File: src/rtl/id_is_if.sv
// rtl/id_is_if.sv - ID-to-issue handshake, operand and status bundle for id_is_stage.
interface id_is_if #(
   parameter int XLEN = 32
);
   logic            id_valid_in;
   logic            id_ready_out;
   logic [4:0]      id_rs1_addr_in;
   logic [4:0]      id_rs2_addr_in;
   logic [4:0]      id_rd_addr_in;
   logic            id_rd_we_in;
   logic            id_is_load_in;
   logic [XLEN-1:0] id_rs1_data_in;
   logic [XLEN-1:0] id_rs2_data_in;
   logic [1:0]      fwd_mux_sel_in;
   logic [XLEN-1:0] ex_result_in;
   logic            ex_ready_in;
   logic            stall_in;
   logic            flush_in;
   logic            is_valid_out;
   logic [XLEN-1:0] is_rs1_data_out;
   logic [XLEN-1:0] is_rs2_data_out;
   logic [4:0]      is_rd_addr_out;
   logic            is_rd_we_out;
   logic            is_is_load_out;
   logic [7:0]      bubble_cnt_out;

   // The driver of decoded instructions and pipeline control.
   modport master (
      output id_valid_in, id_rs1_addr_in, id_rs2_addr_in, id_rd_addr_in,
             id_rd_we_in, id_is_load_in, id_rs1_data_in, id_rs2_data_in,
             fwd_mux_sel_in, ex_result_in, ex_ready_in, stall_in, flush_in,
      input  id_ready_out, is_valid_out, is_rs1_data_out, is_rs2_data_out,
             is_rd_addr_out, is_rd_we_out, is_is_load_out, bubble_cnt_out
   );

   // The issue stage itself.
   modport slave (
      input  id_valid_in, id_rs1_addr_in, id_rs2_addr_in, id_rd_addr_in,
             id_rd_we_in, id_is_load_in, id_rs1_data_in, id_rs2_data_in,
             fwd_mux_sel_in, ex_result_in, ex_ready_in, stall_in, flush_in,
      output id_ready_out, is_valid_out, is_rs1_data_out, is_rs2_data_out,
             is_rd_addr_out, is_rd_we_out, is_is_load_out, bubble_cnt_out
   );
endinterface

File: src/rtl/id_is_stage.sv
// rtl/id_is_stage.sv - ID/IS pipeline register with EX forwarding, load-use bubbles and bubble counter.
module id_is_stage #(
   parameter int XLEN = 32
) (
   input  logic  clk_in,
   input  logic  rst_in,
   id_is_if.slave bus
);
   logic            r_valid;
   logic [XLEN-1:0] r_rs1_data;
   logic [XLEN-1:0] r_rs2_data;
   logic [4:0]      r_rd_addr;
   logic            r_rd_we;
   logic            r_is_load;
   logic [7:0]      r_bubble_cnt;

   logic w_fwd_ok;
   logic w_eff1;
   logic w_eff2;
   logic w_load_use;
   logic w_ready;
   logic w_capture;

   // Forwarding is only meaningful when the held instruction really writes rd.
   assign w_fwd_ok   = r_valid & r_rd_we;
   assign w_eff1     = bus.fwd_mux_sel_in[1] & w_fwd_ok;
   assign w_eff2     = bus.fwd_mux_sel_in[0] & w_fwd_ok;
   assign w_load_use = bus.id_valid_in & r_is_load & (w_eff1 | w_eff2);
   assign w_ready    = ~bus.stall_in & ~bus.flush_in & ~w_load_use &
                       (~r_valid | bus.ex_ready_in);
   assign w_capture  = bus.id_valid_in & w_ready;

   always_ff @(posedge clk_in) begin
      if (rst_in) begin
         r_valid      <= 1'b0;
         r_rs1_data   <= '0;
         r_rs2_data   <= '0;
         r_rd_addr    <= '0;
         r_rd_we      <= 1'b0;
         r_is_load    <= 1'b0;
         r_bubble_cnt <= '0;
      end else if (bus.flush_in) begin
         r_valid   <= 1'b0;
         r_rd_we   <= 1'b0;
         r_is_load <= 1'b0;
      end else if (!bus.stall_in) begin
         if (w_capture) begin
            r_valid    <= 1'b1;
            r_rs1_data <= w_eff1 ? bus.ex_result_in : bus.id_rs1_data_in;
            r_rs2_data <= w_eff2 ? bus.ex_result_in : bus.id_rs2_data_in;
            r_rd_addr  <= bus.id_rd_addr_in;
            r_rd_we    <= bus.id_rd_we_in & (bus.id_rd_addr_in != 5'd0);
            r_is_load  <= bus.id_is_load_in;
         end else if (bus.ex_ready_in) begin
            r_valid <= 1'b0;
         end
         if (w_load_use && r_bubble_cnt != 8'hFF) begin
            r_bubble_cnt <= r_bubble_cnt + 8'd1;
         end
      end
   end

   assign bus.id_ready_out    = w_ready;
   assign bus.is_valid_out    = r_valid;
   assign bus.is_rs1_data_out = r_rs1_data;
   assign bus.is_rs2_data_out = r_rs2_data;
   assign bus.is_rd_addr_out  = r_rd_addr;
   assign bus.is_rd_we_out    = r_rd_we;
   assign bus.is_is_load_out  = r_is_load;
   assign bus.bubble_cnt_out  = r_bubble_cnt;
endmodule

File: src/flat_wrapper.sv
// flat-port wrapper written by rule: the top's interface ports become plain ports
module id_is_stage_flat 
#(
   parameter int XLEN = 32
)
  (clk_in, rst_in, bus_id_valid_in, bus_id_rs1_addr_in, bus_id_rs2_addr_in, bus_id_rd_addr_in, bus_id_rd_we_in, bus_id_is_load_in, bus_id_rs1_data_in, bus_id_rs2_data_in, bus_fwd_mux_sel_in, bus_ex_result_in, bus_ex_ready_in, bus_stall_in, bus_flush_in, bus_id_ready_out, bus_is_valid_out, bus_is_rs1_data_out, bus_is_rs2_data_out, bus_is_rd_addr_out, bus_is_rd_we_out, bus_is_is_load_out, bus_bubble_cnt_out);
  id_is_if #(.XLEN(XLEN)) bus_i ();
  input  logic clk_in;
  input  logic rst_in;
  input wire logic [$bits(bus_i.id_valid_in)-1:0] bus_id_valid_in;
  input wire logic [$bits(bus_i.id_rs1_addr_in)-1:0] bus_id_rs1_addr_in;
  input wire logic [$bits(bus_i.id_rs2_addr_in)-1:0] bus_id_rs2_addr_in;
  input wire logic [$bits(bus_i.id_rd_addr_in)-1:0] bus_id_rd_addr_in;
  input wire logic [$bits(bus_i.id_rd_we_in)-1:0] bus_id_rd_we_in;
  input wire logic [$bits(bus_i.id_is_load_in)-1:0] bus_id_is_load_in;
  input wire logic [$bits(bus_i.id_rs1_data_in)-1:0] bus_id_rs1_data_in;
  input wire logic [$bits(bus_i.id_rs2_data_in)-1:0] bus_id_rs2_data_in;
  input wire logic [$bits(bus_i.fwd_mux_sel_in)-1:0] bus_fwd_mux_sel_in;
  input wire logic [$bits(bus_i.ex_result_in)-1:0] bus_ex_result_in;
  input wire logic [$bits(bus_i.ex_ready_in)-1:0] bus_ex_ready_in;
  input wire logic [$bits(bus_i.stall_in)-1:0] bus_stall_in;
  input wire logic [$bits(bus_i.flush_in)-1:0] bus_flush_in;
  output wire logic [$bits(bus_i.id_ready_out)-1:0] bus_id_ready_out;
  output wire logic [$bits(bus_i.is_valid_out)-1:0] bus_is_valid_out;
  output wire logic [$bits(bus_i.is_rs1_data_out)-1:0] bus_is_rs1_data_out;
  output wire logic [$bits(bus_i.is_rs2_data_out)-1:0] bus_is_rs2_data_out;
  output wire logic [$bits(bus_i.is_rd_addr_out)-1:0] bus_is_rd_addr_out;
  output wire logic [$bits(bus_i.is_rd_we_out)-1:0] bus_is_rd_we_out;
  output wire logic [$bits(bus_i.is_is_load_out)-1:0] bus_is_is_load_out;
  output wire logic [$bits(bus_i.bubble_cnt_out)-1:0] bus_bubble_cnt_out;
  assign bus_i.id_valid_in = bus_id_valid_in;
  assign bus_i.id_rs1_addr_in = bus_id_rs1_addr_in;
  assign bus_i.id_rs2_addr_in = bus_id_rs2_addr_in;
  assign bus_i.id_rd_addr_in = bus_id_rd_addr_in;
  assign bus_i.id_rd_we_in = bus_id_rd_we_in;
  assign bus_i.id_is_load_in = bus_id_is_load_in;
  assign bus_i.id_rs1_data_in = bus_id_rs1_data_in;
  assign bus_i.id_rs2_data_in = bus_id_rs2_data_in;
  assign bus_i.fwd_mux_sel_in = bus_fwd_mux_sel_in;
  assign bus_i.ex_result_in = bus_ex_result_in;
  assign bus_i.ex_ready_in = bus_ex_ready_in;
  assign bus_i.stall_in = bus_stall_in;
  assign bus_i.flush_in = bus_flush_in;
  assign bus_id_ready_out = bus_i.id_ready_out;
  assign bus_is_valid_out = bus_i.is_valid_out;
  assign bus_is_rs1_data_out = bus_i.is_rs1_data_out;
  assign bus_is_rs2_data_out = bus_i.is_rs2_data_out;
  assign bus_is_rd_addr_out = bus_i.is_rd_addr_out;
  assign bus_is_rd_we_out = bus_i.is_rd_we_out;
  assign bus_is_is_load_out = bus_i.is_is_load_out;
  assign bus_bubble_cnt_out = bus_i.bubble_cnt_out;
  id_is_stage #(.XLEN(XLEN)) u_core (.clk_in(clk_in), .rst_in(rst_in), .bus(bus_i));
endmodule
File: config.mk
export PLATFORM = sky130hd
export DESIGN_NAME = id_is_stage_flat
export DESIGN_NICKNAME = d
export VERILOG_FILES = /design/src/rtl/id_is_if.sv /design/src/rtl/id_is_stage.sv /design/src/flat_wrapper.sv
export SDC_FILE = /design/constraint.sdc
export NUM_CORES = 1
export LEC_CHECK = 0
export CAP_MARGIN = 25
export CORE_MARGIN = 3
export CORE_UTILIZATION = 37
export CTS_BUF_LIST = sky130_fd_sc_hd__clkbuf_4 sky130_fd_sc_hd__clkbuf_8
export DETAILED_ROUTE_END_ITERATION = 8
export PLACE_DENSITY = 0.8
export SYNTH_ARGS = -nofsm -noshare
export SYNTH_HDL_FRONTEND = slang
export SYNTH_SLANG_ARGS = --single-unit
File: constraint.sdc
create_clock -name clk_in -period 1.4 [get_ports clk_in]
set_input_delay 0.35 -clock clk_in [delete_from_list [all_inputs] [get_ports clk_in]]
set_output_delay 0.35 -clock clk_in [all_outputs]
set_load 0.005 [all_outputs]
; ---- Word-level counts from Yosys, hierarchy flattened
; Cells that the tools add are included.
[classes]
bitwise = 16
eq_ne = 1
mux = 4
n_addsub = 1
reduce_logical = 8
[op_table]
columns = operator, n
row1 = 32-bit 2-to-1 mux, 2
row2 = 1-bit AND, 10
row3 = "8-bit by 1-bit adder with 8-bit output, second input constant", 1
row4 = "8-bit != test, second input constant", 1
row5 = 3-bit AND reduction, 2
row6 = 5-bit nonzero test, 1
row7 = 1-bit NOT, 4
row8 = 2-bit AND reduction, 2
row9 = 1-bit 2-to-1 mux, 2
row10 = 1-bit bitwise OR, 2
row11 = 2-bit nonzero test, 1
row12 = 2-bit OR reduction, 1
row13 = 1-bit logical AND, 1
[word_totals]
word_cells = 37
out_inout_bits = 81
register_bits = 80

; ---- Longest topological paths before layout
[logic_depth]
word_depth = 10
depth_mapped = 6
mapped_depth_nobuf = 5

; ---- Worst setup path after synthesis
; No wires, ideal clock.
[synth_path]
path_kind = reg2reg
startpoint = register u_core.r_valid (netlist: u_core.bus.is_valid_out)
endpoint = register u_core.r_bubble_cnt[5] (netlist: u_core.bus.bubble_cnt_out[5])
t_required_ps = 1326
arrival_ps = 1335
setup_slack_ps = -9
setup_ps = 74
path_buffers = 1
path_stages_with_launch = 6
synth_period_minus_slack_ps = 1409
cell_sequence = dfxtp_1 and2_1 buf_6 nand3_4 or4_1 a21oi_1
[synth_between]
elab_chain_cells = 6
word_cells_on_any_way = 7
[synth_lines]
columns = item, line
row1 = "start, declared", id_is_stage.sv:9  ; logic r_valid;
row2 = "start signal, assigned", id_is_stage.sv:35  ; r_valid <= 1'b0;
row3 = "start signal, assigned", id_is_stage.sv:43  ; r_valid <= 1'b0;
row4 = "start signal, assigned", id_is_stage.sv:48  ; r_valid <= 1'b1;
row5 = 1-bit AND *, id_is_stage.sv:25  ; assign w_fwd_ok = r_valid & r_rd_we;
row6 = 1-bit AND (on tied branches), "id_is_stage.sv:26, id_is_stage.sv:27"
row7 = 1-bit bitwise OR *, id_is_stage.sv:28  ; assign w_load_use = bus.id_valid_in & r_is_load & (w_eff1 | w_eff2);
row8 = 1-bit AND *, id_is_stage.sv:28
row9 = 1-bit logical AND *, id_is_stage.sv:57  ; if (w_load_use && r_bubble_cnt != 8'hFF) begin
row10 = 3-bit AND reduction (no line) *, -
row11 = "end signal, assigned", id_is_stage.sv:58  ; r_bubble_cnt <= r_bubble_cnt + 8'd1;
row12 = "end, declared", id_is_stage.sv:15  ; logic [7:0] r_bubble_cnt;
; Every way passes the cells marked *; elsewhere a longest branch is shown, timed or not.
; A chain may end at the register's enable or synchronous reset.

; ---- Final worst setup path
[layout_path]
startpoint = register u_core.r_is_load (netlist: u_core.bus.is_is_load_out)
endpoint = register u_core.r_rs2_data[29] (netlist: u_core.bus.is_rs2_data_out[29])
[layout_between]
elab_chain_cells = 7
[layout_lines]
columns = item, line
row1 = "start, declared", id_is_stage.sv:14  ; logic r_is_load;
row2 = "start signal, assigned", id_is_stage.sv:53  ; r_is_load <= bus.id_is_load_in;
row3 = 1-bit AND (2 in series), id_is_stage.sv:28
row4 = 1-bit NOT, id_is_stage.sv:29  ; assign w_ready = ~bus.stall_in & ~bus.flush_in & ~w_load_use &
row5 = 1-bit AND (2 in series), id_is_stage.sv:29
row6 = 1-bit AND, id_is_stage.sv:31  ; assign w_capture = bus.id_valid_in & w_ready;
row7 = 3-bit AND reduction (no line), -
row8 = "end signal, assigned", id_is_stage.sv:50  ; r_rs2_data <= w_eff2 ? bus.ex_result_in : bus.id_rs2_data_in;
row9 = "end, declared", id_is_stage.sv:11  ; logic [XLEN-1:0] r_rs2_data;
; Every way passes these cells.

==> run_results.csv <==
group,metric,value,unit
outcome,outcome,"finished, violations left",
outcome,failed_checks,"setup timing",
placed_design,gp_congestion,0.757,
detailed_routing,drt-initial-drc-count,92,
worst_setup_path,cp-start-kind,"register",
worst_setup_path,crit_start,"u_core.bus.is_is_load_out$_SDFFE_PP0P_",
worst_setup_path,worstSetupPathType,"register to register",
detailed_routing,ant_nets,0,
yosys,ys_ff_latch,80,
detailed_routing,via_count,4026,
worst_setup_path,cp.arrival,1870,ps
floorplanning,rows,36,
finish,drive_gt1_share,49.6,%
floorplanning,fp.dieW,109,um
yosys,synth_edf_count,0,
detailed_routing,wl_per_cell,19.8,um
cts,clk_pin_slew,90,ps
worst_setup_path,cpMaxStageDelayCell,"dfxtp_2",
floorplanning,io_pins,202,
global_routing,grt_max_degree,27,
global_routing,busiest_layer,"met2",
yosys,post_synth_num_cell_types,35,
min_path,hp-class,"input port to register",
global_routing,grt_overflow,0,
cts,cts_root_buf,"clkbuf_8",
yosys,syn_area,3890,um2
finish,n_antenna_cell,0,
timing,post-route-min-period,1620,ps
global_routing,globalRouteMet3Util,6.27,%
placed_design,place_area,6150,um2
timing,timing_hold_violations_final,0,
detailed_routing,drt-pass1-iter-count,4,
placed_design,io_buffers,191,
yosys,synth_fp_nets,502,
yosys,synthesis.instances,380,
floorplanning,die_y,109,um
detailed_routing,vias_per_cell,5.22,
detailed_routing,routed_wl,15300,um
timing,rsz0062_at_grt,"yes",
worst_setup_path,crit_path_cell_trace,"o211ai_1, o2111a_2, buf_12, buf_8, buf_16, a211oi_4",
yosys,synthArstFlopShare,0,%
timing,holdWs,354,ps
floorplanning,core,10000,um2
cts,numCtsBuffers,9,
cts,cts.sinks,80,
placed_design,hpwl,8800,um
floorplanning,start_util,38.9,%
power_and_ir_drop,p_total,5.29,mW
global_routing,antenna_found_initial,0,
worst_setup_path,r2r_end,"u_core.bus.is_rs2_data_out[29]$_SDFFE_PP0P_",
timing,slew_headroom,70.2,%
yosys,yosysSeqAreaShare,41.2,%
global_routing,grt.total_usage,24.9,%
power_and_ir_drop,power_density,690,nW/um2
cts,clockBufferDepth,2,
power_and_ir_drop,leakagePower,3.40,nW
power_and_ir_drop,ir_drop,0.542,mV
timing,postLayoutSetupSlackWorst,-224,ps
global_routing,grt_pass1_wl,22900,um
worst_setup_path,cp-endpoint,"u_core.bus.is_rs2_data_out[29]$_SDFFE_PP0P_",
timing,setup_viol,79,
timing,clock_skew,17.4,ps
worst_setup_path,rr_worst_depth,6,
finish,layout.nets,756,
cts,cts_hold_buf,0,
worst_setup_path,critPathMaxStageDelay,370,ps
worst_setup_path,rrSetupSlack,-220,ps
floorplanning,dieArea,11800,um2
global_routing,grt_pass1_vias,4426,
worst_setup_path,r2r-start,"u_core.bus.is_is_load_out$_SDFFE_PP0P_",
detailed_routing,drc,0,
global_routing,groute.layer.met1.usage,27.2,%
cts,worstSkewPairLatency,340,ps
yosys,ys.flop_type,"dfxtp_1",
timing,tightest_slew,446,ps
timing,drv_slew,0,
yosys,ys_warn_count,0,
global_routing,met2_usage,46.7,%
timing,finalCritPeriodShare,116,%
worst_setup_path,cp.required,1650,ps
yosys,syn-mean-instance-area,10.2,um2
worst_setup_path,end_kind,"register",
run,cap_viol_max_count,0,
cts,htreeDepth,3,
cts,cts_tree,"built",
worst_setup_path,crit_fanout,8,
finish,final_area,7660,um2
timing,max_freq,616,MHz
finish,syn2layout_area_growth,96.8,%
-- layout by cell type (no fill, tap or decap), types with 9 or more instances in the layout --
cell type / synthesis / layout
mux2i_2: 0 / 12
dfxtp_2: 0 / 39
clkdlybuf4s50_1: 0 / 103
buf_16: 0 / 11
dfxtp_1: 80 / 37
a21oi_2: 0 / 10
nor2_2: 0 / 18
nand2_1: 17 / 9
dlygate4sd2_1: 0 / 76
buf_6: 7 / 23
nor2_1: 69 / 21
mux2i_1: 65 / 52
nor2_4: 1 / 31
a211oi_2: 50 / 63
clkbuf_8: 0 / 10
buf_12: 0 / 14
buf_4: 4 / 31
-- cells by family after synthesis --
group,count (synthesis),share of synthesized area (%)
flip-flops,80,41.2
multiplexers,67,17.3
buffers and inverters,33,5.43
AO/OA/AOI/OAI,91,23.5
adder cells (fa/ha/maj),1,0.321
AND/OR/NAND/NOR,108,12.3
-- synthesized netlist by cell type, drive strengths merged (3+ instances only) --
cell	instances	area (um2)
a211oi	66	746
o21ai	4	20.0
nor2	70	270
o211ai	3	27.5
mux2i	65	651
clkbuf	13	60.1
dfxtp	80	1600
buf	18	144
o31ai	3	22.5
a21oi	12	60.1
nand2	19	76.3
or3	3	18.8
or4	4	30.0
nand3	4	32.5
-- power by group --
part / leakage, nW / internal [mW] / switching, mW
logic: 2.64 / 0.719 / 0.506
registers: 0.673 / 2.38 / 0.0741
clock network: 0.0898 / 0.738 / 0.873
-- routing by layer --
layer  part of all wire [%]  routed length (um)  up-vias
met5                      0                   0        -
met4                    2.1                 329        0
met3                    6.3                 958       28
met2                     53                8180      150
met1                     38                5850     1949
li1                       -                   -     1899
-- what timing repair did --
action,CTS,global route
pin swaps,30,22
gates cloned,16,2
setup endpoints to repair,160,90
gates resized for setup,309,56
setup buffers,36,2
-- worst max-delay path, delay by kind of cell (launching register included) --
family,cells,cell delay [ps]
flip-flops,1,370
buffers and inverters,3,400
AO/OA/AOI/OAI,3,770
-- worst min-delay path by stage --
stage / from / to / slack, ps / cells after the start
detailed placement: u_core.bus.is_rd_addr_out[1]$_SDFFE_PP0P_ / u_core.bus.is_rd_addr_out[1]$_SDFFE_PP0P_ / 450 / 2
finish: rst_in / u_core.bus.is_rs1_data_out[1]$_SDFFE_PP0P_ / 350 / 2
global placement: u_core.bus.is_rd_addr_out[1]$_SDFFE_PP0P_ / u_core.bus.is_rd_addr_out[1]$_SDFFE_PP0P_ / 440 / 2
CTS: rst_in / u_core.bus.bubble_cnt_out[0]$_SDFFE_PP0P_ / 330 / 2
floorplan: bus_flush_in / u_core.bus.is_valid_out$_SDFFE_PP0P_ / 420 / 1
global route: rst_in / u_core.bus.bubble_cnt_out[0]$_SDFFE_PP0P_ / 340 / 2
-- sequential cells by signal, summed over array words and instances (netlist names) --
| register | count |
|---|---|
| u_core.bus.is_rd_we_out | 1 |
| u_core.bus.is_is_load_out | 1 |
| u_core.bus.is_rd_addr_out | 5 |
| u_core.bus.is_valid_out | 1 |
| u_core.bus.is_rs1_data_out | 32 |
| u_core.bus.bubble_cnt_out | 8 |
| u_core.bus.is_rs2_data_out | 32 |
-- final cells by class --
type                            count  area, um2
Fill cell                         673       2340
Sequential cell                    80       1670
Clock buffer                       12        153
Timing Repair Buffer              273       2920
Multi-Input combinational cell    268       2720
Tap cell                          133        166
Inverter                            2       7.51
Clock inverter                      4       28.8
-- stage by stage --
stage | TNS [ps] | setup WS [ps] | util, % | instances
CTS | -9930 | -178 | 75.6 | 775
finish | -9850 | -224 | 76.6 | 772
global route | -12800 | -255 | 76.6 | 772
floorplan | 0 | 2.36 | - | 380
global placement | -48240 | -680 | 61.5 | 708
detailed placement | -53870 | -735 | 61.5 | 708
No activity file was read; power rests on OpenSTA's default activity.
